$ cat config.mk
export PLATFORM = sky130hd
export DESIGN_NAME = transmissor_serial_8bits
export DESIGN_NICKNAME = d
export VERILOG_FILES = /design/src/rtl/transmissor_pkg.sv /design/src/rtl/transmissor_serial_8bits_contador_baud.sv /design/src/rtl/transmissor_serial_8bits.sv
export SDC_FILE = /design/constraint.sdc
export NUM_CORES = 1
export LEC_CHECK = 0
export ABC_AREA = 1
export BUFFER_PORTS_ARGS = -buffer_cell sky130_fd_sc_hd__buf_4
export CAP_MARGIN = 10
export CORE_MARGIN = 1.5
export CORE_UTILIZATION = 54
export DETAILED_ROUTE_END_ITERATION = 8
export PLACE_DENSITY_LB_ADDON = 0.2
export SLEW_MARGIN = 5
export SYNTH_ARGS = -nofsm -noshare
export SYNTH_HDL_FRONTEND = slang
export SYNTH_HIERARCHICAL = 1
export SYNTH_SLANG_ARGS = --single-unit
export TNS_END_PERCENT = 50
$ cat constraint.sdc
create_clock -name clk -period 1.75 [get_ports clk]
set_clock_uncertainty 0.05 [all_clocks]
set_input_delay 0.2625 -clock clk [delete_from_list [all_inputs] [get_ports clk]]
set_output_delay 0.2625 -clock clk [all_outputs]
set_load 0.02 [all_outputs]
$ cat src/rtl/transmissor_pkg.sv
// Shared definitions for the 8-bit serial transmitter: FSM state encoding,
// frame geometry and the idle level of the serial line.
package transmissor_pkg;

  typedef enum logic [2:0] {
    IDLE   = 3'd0,
    START  = 3'd1,
    DATA   = 3'd2,
    PARITY = 3'd3,
    STOP   = 3'd4
  } tx_state_t;

  localparam int   DATA_BITS     = 8;
  localparam logic TX_IDLE_LEVEL = 1'b1;

endpackage

$ cat src/rtl/transmissor_serial_8bits_contador_baud.sv
// Bit-time counter for the serial transmitter. Counts 0..CLKS_PER_BIT-1 and
// wraps at each bit boundary; tick is high on the last cycle of a bit time.
// With CLKS_PER_BIT=1 the counter stays at 0 and tick is high every cycle.
module contador_baud #(
  parameter int CLKS_PER_BIT = 4
) (
  input  logic clk,
  input  logic reset,
  input  logic clear,
  output logic tick
);

  localparam int            CNT_W = $clog2(CLKS_PER_BIT + 1);
  localparam logic [CNT_W-1:0] LAST = CNT_W'(CLKS_PER_BIT - 1);

  logic [CNT_W-1:0] cnt;

  // Bit-time counter: held at zero while cleared, wraps after LAST.
  always_ff @(posedge clk) begin
    if (reset || clear) begin
      cnt <= '0;
    end else if (cnt == LAST) begin
      cnt <= '0;
    end else begin
      cnt <= cnt + 1'b1;
    end
  end

  assign tick = (cnt == LAST);

endmodule

$ cat src/rtl/transmissor_serial_8bits.sv
// UART-style transmitter draining the result register off-chip:
// start bit, 8 data bits LSB first, optional even parity, one stop bit.
// Optional feature: define PARITY_EN to insert the even-parity bit
// (11 bit times per frame instead of 10).
//
// Handshake: a byte on d is accepted on a rising edge where
// load_valid && load_ready; load_ready is high only in IDLE, so offers made
// while a frame is in progress are ignored and nothing is queued.
module transmissor_serial_8bits
  import transmissor_pkg::*;
#(
  parameter int CLKS_PER_BIT = 4
) (
  input  logic       clk,
  input  logic       reset,
  input  logic       load_valid,
  output logic       load_ready,
  input  logic [7:0] d,
  output logic       tx,
  output logic       busy,
  output logic       done,
  output logic [2:0] state_dbg
);

  localparam logic [2:0] LAST_BIT = 3'(DATA_BITS - 1);

  tx_state_t  state, next_state;
  logic [7:0] shift_reg;
  logic [2:0] bit_idx;
  logic       done_q;
  logic       tick;
  logic       accept;
`ifdef PARITY_EN
  logic       parity_q;
`endif

  assign accept = load_valid && (state == IDLE);

  contador_baud #(
    .CLKS_PER_BIT(CLKS_PER_BIT)
  ) u_contador_baud (
    .clk   (clk),
    .reset (reset),
    .clear (state == IDLE),
    .tick  (tick)
  );

  // State register plus datapath: latch byte on accept, shift per data bit,
  // raise done for the first idle cycle after the stop bit.
  always_ff @(posedge clk) begin
    if (reset) begin
      state     <= IDLE;
      shift_reg <= '0;
      bit_idx   <= '0;
      done_q    <= 1'b0;
`ifdef PARITY_EN
      parity_q  <= 1'b0;
`endif
    end else begin
      state  <= next_state;
      done_q <= (state == STOP) && tick;
      if (accept) begin
        shift_reg <= d;
        bit_idx   <= '0;
`ifdef PARITY_EN
        parity_q  <= ^d;
`endif
      end else if ((state == DATA) && tick) begin
        shift_reg <= shift_reg >> 1;
        bit_idx   <= bit_idx + 3'd1;
      end
    end
  end

  // Next-state and line/status outputs, decoded from the current state.
  always_comb begin
    next_state = state;
    tx         = TX_IDLE_LEVEL;
    busy       = 1'b1;
    load_ready = 1'b0;
    case (state)
      IDLE: begin
        busy       = 1'b0;
        load_ready = 1'b1;
        if (load_valid) next_state = START;
      end
      START: begin
        tx = 1'b0;
        if (tick) next_state = DATA;
      end
      DATA: begin
        tx = shift_reg[0];
        if (tick && (bit_idx == LAST_BIT)) begin
`ifdef PARITY_EN
          next_state = PARITY;
`else
          next_state = STOP;
`endif
        end
      end
`ifdef PARITY_EN
      PARITY: begin
        tx = parity_q;
        if (tick) next_state = STOP;
      end
`endif
      STOP: begin
        tx = TX_IDLE_LEVEL;
        if (tick) next_state = IDLE;
      end
      default: begin
        next_state = IDLE;
      end
    endcase
  end

  assign done      = done_q;
  assign state_dbg = state;

endmodule

# --- After elaboration in Yosys (flattened, before gate mapping) ---
# Cells that the tools add are included.
totals:
  regBits: 18
  in_bits: 11
  output_inout_bits: 7
  wordCells: 36
op_classes:
  add_sub_neg: 2
  eq_ne: 9
  muxes: 10
  reduce_logical: 10
ops:
  columns: ["op", "count"]
  rows:
  - ["2-to-1 mux 8 bit", 2]
  - ["2-to-1 mux 3 bit", 4]
  - ["case mux 3 bit (4 select lines)", 1]
  - ["adder 3 x 1 -> 3 bit (second input constant)", 2]
  - ["== test 3 x 2 -> 1 bit (second input constant)", 2]
  - ["== test 3 bit (second input constant)", 2]
  - ["!= test 2 bit (second input constant)", 3]
  - ["logical AND 1 bit", 4]
  - ["AND reduction 4 bit", 1]
  - ["OR reduction 2 bit", 2]
  - ["== test 3 x 1 -> 1 bit (second input constant)", 1]
  - ["zero test 3 bit", 1]
  - ["2-to-1 mux 1 bit", 2]
  - ["!= test 2 x 1 -> 1 bit (second input constant)", 1]
  - ["case mux 1 bit (2 select lines)", 1]
  - ["nonzero test 2 bit", 1]
  - ["logical OR 1 bit", 1]

# --- Depth between registers and ports, before layout ---
# Gate-level depths: netlist of the first run.
depth:
  ltp_word: 4
  mapped_depth: 9
  depth_no_buf: 9

# --- Modules after synthesis ---
# Netlist of the first run, hierarchy kept.
modules_own_cells:
  columns: ["mod", "n_inst", "cells_per_inst", "area_each_um2", "seq_area_each_um2"]
  rows:
  - ["transmissor_serial_8bits", 1, 113, 917.1, 300.3]
  - ["contador_baud", 1, 13, 115.1, 60.1]

# --- Worst setup path before layout of the first run ---
# No wires, ideal clock.
synth_timing:
  path_type: "reg2out"
  from: "register state[1], in the netlist state_dbg[1]"
  to: "output tx"
  t_arrival_ns: 1.079
  t_required_ns: 1.437
  setup_slack_ns: 0.359
  stages_incl_launch_ff: 5
  n_path_buf: 0
  cell_sequence: "dfxtp_1 -> inv_2 -> nor2_2 -> nand2_1 -> o21a_1"
synth_via:
  elab_chain_cells: 2
  word_cells_on_any_way: 3
  classes_between: "eq/ne: 2; mux: 1"
synth_lines:
  columns: ["element", "line", "text"]
  rows:
  - ["start, declared", "transmissor_serial_8bits.sv:27", "tx_state_t state, next_state;"]
  - ["start signal, assigned", "transmissor_serial_8bits.sv:60", "state <= next_state;"]
  - ["== test 3 x 2 -> 1 bit or == test 3 x 1 -> 1 bit (tied branches)", "transmissor_serial_8bits.sv:81", "case (state)"]
  - ["case mux 1 bit (2 select lines) *", "transmissor_serial_8bits.sv:81", null]
  - ["end, declared", "transmissor_serial_8bits.sv:19", "output logic tx,"]
# Mark *: on every way between the ends. The rest lies on a longest branch, timed or not.

# --- Worst setup path after layout of the first run ---
# Ends and elaborated chain as after synthesis.

==> results by group, run 1 <==
Hold path
  • Hold WC Path Type: input pin to flip-flop
  • Hold Crit Depth: 2

Synth
  • Synth top area share: 34.91%
  • Sequential-to-total area share from yosys stat: 34.91%
  • Cells after Synth: 126
  • Largest area contributor in the netlist: dfxtp_1
  • Synth Cell Area: 1032 um^2
  • Synth cell types: 21
  • Post-Syn Nets: 141
  • Syn_area_per_cell: 8.192 um^2
  • Synth Register Bits: 18
  • Synthesis warning total: 6
  • Synth top area cells: dfxtp_1 (35%), nand2_1 (12%), nand3_2 (9.7%), a21oi_2 (6.8%), ha_1 (4.8%)

Clocking
  • CTS Root Cell: clkbuf_4
  • Sinks on Clock Net: 18
  • Postcts setup bufs: 0
  • Clock-pin slew on the worst setup and hold paths: 100 ps
  • H-tree depth: 1
  • Skew-Pair Late Insertion Delay: 290 ps
  • Num CTS Buffers: 3
  • CTS tree: done
  • Max Root-Sink Buffers: 2

Detailed routing
  • Drt pass-1 iters: 4
  • DR vias/cell: 5.127
  • Via count: 851
  • Routed len/inst: 11.17 um
  • DRT antenna net count: 0
  • DRC: 0
  • Initial DRC Count: 18
  • Final wirelength: 1855 um

Finish
  • Sequential Area: 361.6 um^2
  • Final std cells w/o fill: 166
  • Most frequent cells in the layout: nand2_1 (33), buf_4 (18), dfxtp_1 (17), nor2_1 (11), nand3_2 (10)
  • # diodes: 0
  • Layout cells sized above 1: 37.59%
  • Finished Cell Area: 1176 um^2
  • Max reg flops: 8
  • Most common cell after layout, fill and taps aside: nand2_1
  • Fillers: 162
  • Multi-input logic area: 585.6 um^2
  • Final net count: 158
  • Layout area overhead: 13.94%

Placement
  • Post-DP Area: 1145 um^2
  • Port buffer count: 17
  • Final HPWL DP: 1351 um
  • Placed Cells: 163
  • RD Place Congestion: 0.8611

Timing
  • # setup viols final: 0
  • Min Tclk post-route: 1623 ps
  • Fin. max-slew vios: 0
  • Worst Tran Pin Value: 281.3 ps
  • Final Hold Fails: 0
  • Setup tns final: 0 ps
  • Fmax: 616.3 MHz
  • Slew margin rel.: 81.24%
  • RSZ-0062 raised after global routing: false
  • Fin crit share: 92.72%

Worst setup path
  • CP arrival: 1310 ps
  • CP required: 1440 ps
  • Crit path max fanout: 5
  • Reg2reg path depth: 6
  • Setup crit start kind: flip-flop
  • Crit. End Element: output pin
  • Critical path type: flip-flop to output pin

Global route
  • Pin count of the biggest net entering global routing: 19
  • Vias in the first global route: 687
  • GRT overflow: 0
  • First-pass GRT wire length: 2973 um
  • Initial antenna violation count: 0
  • GRT Overall Usage: 19.22%

Die
  • Initial core utilization: 58.51%
  • Die footprint: 2183 um^2
  • Core area: 1764 um^2
  • Chip width: 46.72 um
  • FP Rows: 15
  • Die Y-Extent: 46.72 um
  • Io pins: 18

Pwr
  • Static Leakage: 0.4994 nW
  • VDD IR max: 0.7020 mV
  • Pwr per Cell Area: 1275 nW/um^2

Job
  • Maxcap violations: 0

Status
  • Status: finished clean
[area by class of cell]
cell class | count | area share [%]
Clock buffer | 3 | 1.915
Inverter | 10 | 3.404
Multi-Input combinational cell | 92 | 49.79
Sequential cell | 18 | 30.74
Tap cell | 25 | 2.660
Timing Repair Buffer | 18 | 11.49
[logic make-up (layout without fill, tap and decap cells)]
group                    Yosys count  count (layout)  share of synthesized area [%]
buffers and inverters             16              31                          8.848
AO/OA/AOI/OAI                     12              12                          8.970
flip-flops                        18              18                          34.91
adder cells (fa/ha/maj)            4               4                          4.849
XOR/XNOR                           1               1                         0.8486
AND/OR/NAND/NOR                   75              75                          41.58
[synth_stat cells]
cell type   n
nor2_4      2
dfxtp_1    18
nand2_4     1
a21oi_1     3
buf_6       4
nor2_2      1
inv_1       7
nand4_1     7
nor2_1     11
nand2_2     4
o21a_1      1
nand3_2    10
nand3_1     4
nand2_1    33
buf_2       1
ha_1        4
xor2_1      1
nand3_4     2
a21oi_2     8
clkbuf_1    1
inv_2       3
[through the flow]
step | util, % | hold WS (ps) | power [W] | setup WS, ps
final | 66.67 | 193.3 | 0.001500 | 127.4
after global routing | 66.67 | 191.3 | 0.001612 | 28.25
after CTS | 66.24 | 189.4 | 0.001499 | 49.93
after detailed placement | 64.89 | 367.4 | 0.001290 | 266.4
after global placement | 64.89 | 356.2 | 0.001280 | 315.1
after floorplan | - | 349.0 | 0.001132 | 359.0
[final timing paths]
check / start / to / slack, ps
max: state_dbg[1]$_SDFFE_PP0P_ / tx / 130
min: reset / shift_reg[6]$_SDFFE_PP0P_ / 190
max reg2reg: u_contador_baud/cnt[0]$_SDFF_PP0_ / shift_reg[5]$_SDFFE_PP0P_ / 250
min reg2reg: u_contador_baud/cnt[0]$_SDFF_PP0_ / u_contador_baud/cnt[0]$_SDFF_PP0_ / 380
[what timing repair did]
item                                    4_1_cts  5_1_grt
endpoints found under the setup margin        1        1
hold buffers                                  0        0
resized for setup                             1        3
[critical path: stages, from the launching register on]
cell     delay, ps
dfxtp_2        410
inv_2           60
nor2_4         130
nand2_1         90
o21a_1         180
buf_4          150
[layer usage]
metal	global-route usage, %	part of all wire (%)
met1	28.16	50
met3	3.529	3.1
met2	27.50	46
met4	8.333	1.1
met5	0	0
[report_power, final]
part	switching, W	leakage (nW)	internal [W]	total [W]
clock	0.000130	0.0138	0.0000802	0.000210
combinational	0.000465	0.339	0.000280	0.000745
sequential	0.0000673	0.147	0.000477	0.000545
total	0.000663	0.499	0.000837	0.00150
No activity file was read; power rests on OpenSTA's default activity.
==> inputs of run 2 (changes only) <==
CORE_MARGIN = 5   (was 1.5)
==> run 2 against run 1 <==
Sequential share of layout area decreased by 0.85 points. Critical endpoint is now load_ready. Critical path depth unchanged. Clock power increased by 26%. Power increased by 7.8%. Global-route usage decreased by 2.6 points. Wire length increased by 11%. Die area increased by 32%. Fmax decreased by 1.5%. Non-clock buffer count increased by 3. Highest routed layer unchanged.
==> results by group, run 2 (same netlist as run 1, synthesis figures left out) <==
Global route
  • GR Layer Usage met2: 27.42% (-0.081 points)
  • First-pass GRT wire length: 3401 um (+14%)
  • Met3 Use GR: 3.878% (+0.35 points)
  • GRT Overall Usage: 16.63% (-2.6 points)
  • GRT overflow: 0 (unchanged)
  • Initial antenna violation count: 0 (unchanged)
  • Vias in the first global route: 818 (+19%)
  • Pin count of the biggest net entering global routing: 19 (unchanged)
  • Most Crowded Layer GR: met2
  • Met1 GRT Util: 18.75% (-9.4 points)

Finish
  • # diodes: 0 (unchanged)
  • Most frequent cells in the layout: nand2_1 (33), buf_4 (21), dfxtp_1 (16), nor2_1 (11), nand3_2 (10)
  • Layout area overhead: 17.58%
  • Most common cell after layout, fill and taps aside: nand2_1
  • Final net count: 161 (+1.9%)
  • Final std cells w/o fill: 170 (+2.4%)
  • Fillers: 171 (+5.6%)
  • Layout cells sized above 1: 40.00% (+2.4 points)
  • Max reg flops: 8 (unchanged)

Pwr
  • Switch Pwr: 0.0006894 W (+4.0%)
  • VDD IR max: 0.8476 mV (+21%)
  • Clock power share: 16.4% (+2.4 points)
  • Logic pwr share: 49.6% (about the same)
  • Pint: 0.0009279 W (+11%)
  • Static Leakage: 0.5206 nW (+4.2%)
  • Net Sw Frac: 42.63% (-1.6 points)
  • Pwr per Cell Area: 1333 nW/um^2 (+4.5%)
  • Sequential power share: 34.0% (-2.3 points)

Detailed routing
  • DR vias/cell: 5.129 (about the same)
  • Drt pass-1 iters: 4 (unchanged)
  • Initial DRC Count: 13 (-5)
  • DRC: 0 (unchanged)
  • Routed len/inst: 12.12 um (+8.4%)
  • Via count: 872 (+2.5%)
  • Final wirelength: 2060 um (+11%)
  • DRT antenna net count: 0 (unchanged)

Timing
  • WHS: 177.6 ps (-15.64 ps)
  • Fmax: 607.2 MHz (-1.5%)
  • Fin crit share: 94.11% (+1.4 points)
  • Slew margin rel.: 81.90% (+0.66 points)
  • Min Tclk post-route: 1647 ps (+24.26 ps)
  • RSZ-0062 raised after global routing: false
  • Final Hold Fails: 0 (unchanged)
  • Fin. max-slew vios: 0 (unchanged)
  • # setup viols final: 0 (unchanged)
  • Setup tns final: 0 ps (unchanged)
  • Worst Tran Pin Value: 271.5 ps (-9.850 ps)
  • Post-route setup slack: 103.1 ps (-24.26 ps)

Placement
  • Placed Cells: 163 (unchanged)
  • Final HPWL DP: 1502 um (+11%)
  • RD Place Congestion: 0.8067 (-6.3%)
  • Port buffer count: 17 (unchanged)
  • Pre-CTS setup slack: 263.7 ps (-2.658 ps)

Hold path
  • Hold WC Path Type: input pin to flip-flop

Worst setup path
  • Setup crit start kind: flip-flop
  • CP required: 1440 ps (about the same)
  • Crit path max fanout: 7 (+2)
  • Critical path type: flip-flop to output pin
  • Crit. End Element: output pin
  • CP arrival: 1330 ps (+20 ps)

Die
  • Die footprint: 2886 um^2 (+32%)
  • Initial core utilization: 58.51% (unchanged)
  • Chip width: 53.72 um (+15%)
  • FP Rows: 15 (unchanged)
  • Io pins: 18 (unchanged)
  • Die Y-Extent: 53.72 um (+15%)
  • Core area: 1764 um^2 (unchanged)

Clocking
  • Sinks on Clock Net: 18 (unchanged)
  • H-tree depth: 1 (unchanged)
  • Max Root-Sink Buffers: 2 (unchanged)
  • Skew-Pair Late Insertion Delay: 300 ps (about the same)
  • CTS Root Cell: clkbuf_4
  • Clock-pin slew on the worst setup and hold paths: 110 ps (about the same)
  • CTS tree: done
  • Num CTS Buffers: 3 (unchanged)

Job
  • Maxcap violations: 0 (unchanged)

Status
  • Status: finished clean
-- run 2: cell type report --
class	count	area [um^2]	area share, %
clock buffer	4	36.28	2.990
inverter	10	40.04	3.299
multi-input combinational	92	585.6	48.25
sequential	18	362.8	29.90
tap	25	31.28	2.577
timing repair buffer	21	157.7	12.99
-- run 2: path summary, 6_finish.rpt --
path,from,endpoint,slack [ps],cells after the start
hold reg to reg,u_contador_baud/cnt[0]$_SDFF_PP0_,u_contador_baud/cnt[0]$_SDFF_PP0_,400,1
setup reg to reg,u_contador_baud/cnt[0]$_SDFF_PP0_,state_dbg[2]$_SDFFE_PP0P_,250,9
hold / removal,reset,shift_reg[4]$_SDFFE_PP0P_,180,2
setup / recovery,state_dbg[0]$_SDFFE_PP0P_,load_ready,100,5
-- run 2: power by group through the flow --
stage	clock network, W	logic (W)	registers (W)
2_1_floorplan	0	0.000566	0.000566
3_3_place_gp	0	0.000736	0.000548
3_5_place_dp	0	0.000748	0.000551
4_1_cts	0.000273	0.000752	0.000543
5_1_grt	0.000289	0.000880	0.000559
6_report	0.000265	0.000802	0.000551
-- run 2: critical path, cell delays in order (launching register included) --
cell,delay (ps)
dfxtp_2,380
nor2_4,200
buf_4,180
nand2_2,60
inv_2,70
buf_4,130
-- run 2: per-stage QoR --
stage | power, W | area [um^2] | util (%)
after detailed placement | 0.001300 | 1145 | 64.89
after CTS | 0.001568 | 1182 | 67.02
after floorplan | 0.001132 | 1032 | -
after global routing | 0.001728 | 1214 | 68.79
after global placement | 0.001283 | 1145 | 64.89
final | 0.001617 | 1214 | 68.79
-- run 2: what timing repair did --
item / in CTS / in global routing
cloned: 0 / 0
buffers inserted: 0 / 3
hold buffers: 0 / 0
endpoints found under the setup margin: 1 / 2
pin swaps: 0 / 1
gates resized for setup: 1 / 4
-- run 2: layer usage --
| metal | share of wire, % | wire [um] |
|---|---|---|
| met1 | 46 | 954 |
| met2 | 47 | 960 |
| met3 | 4.5 | 93 |
| met4 | 2.5 | 52 |
| met5 | 0 | 0 |
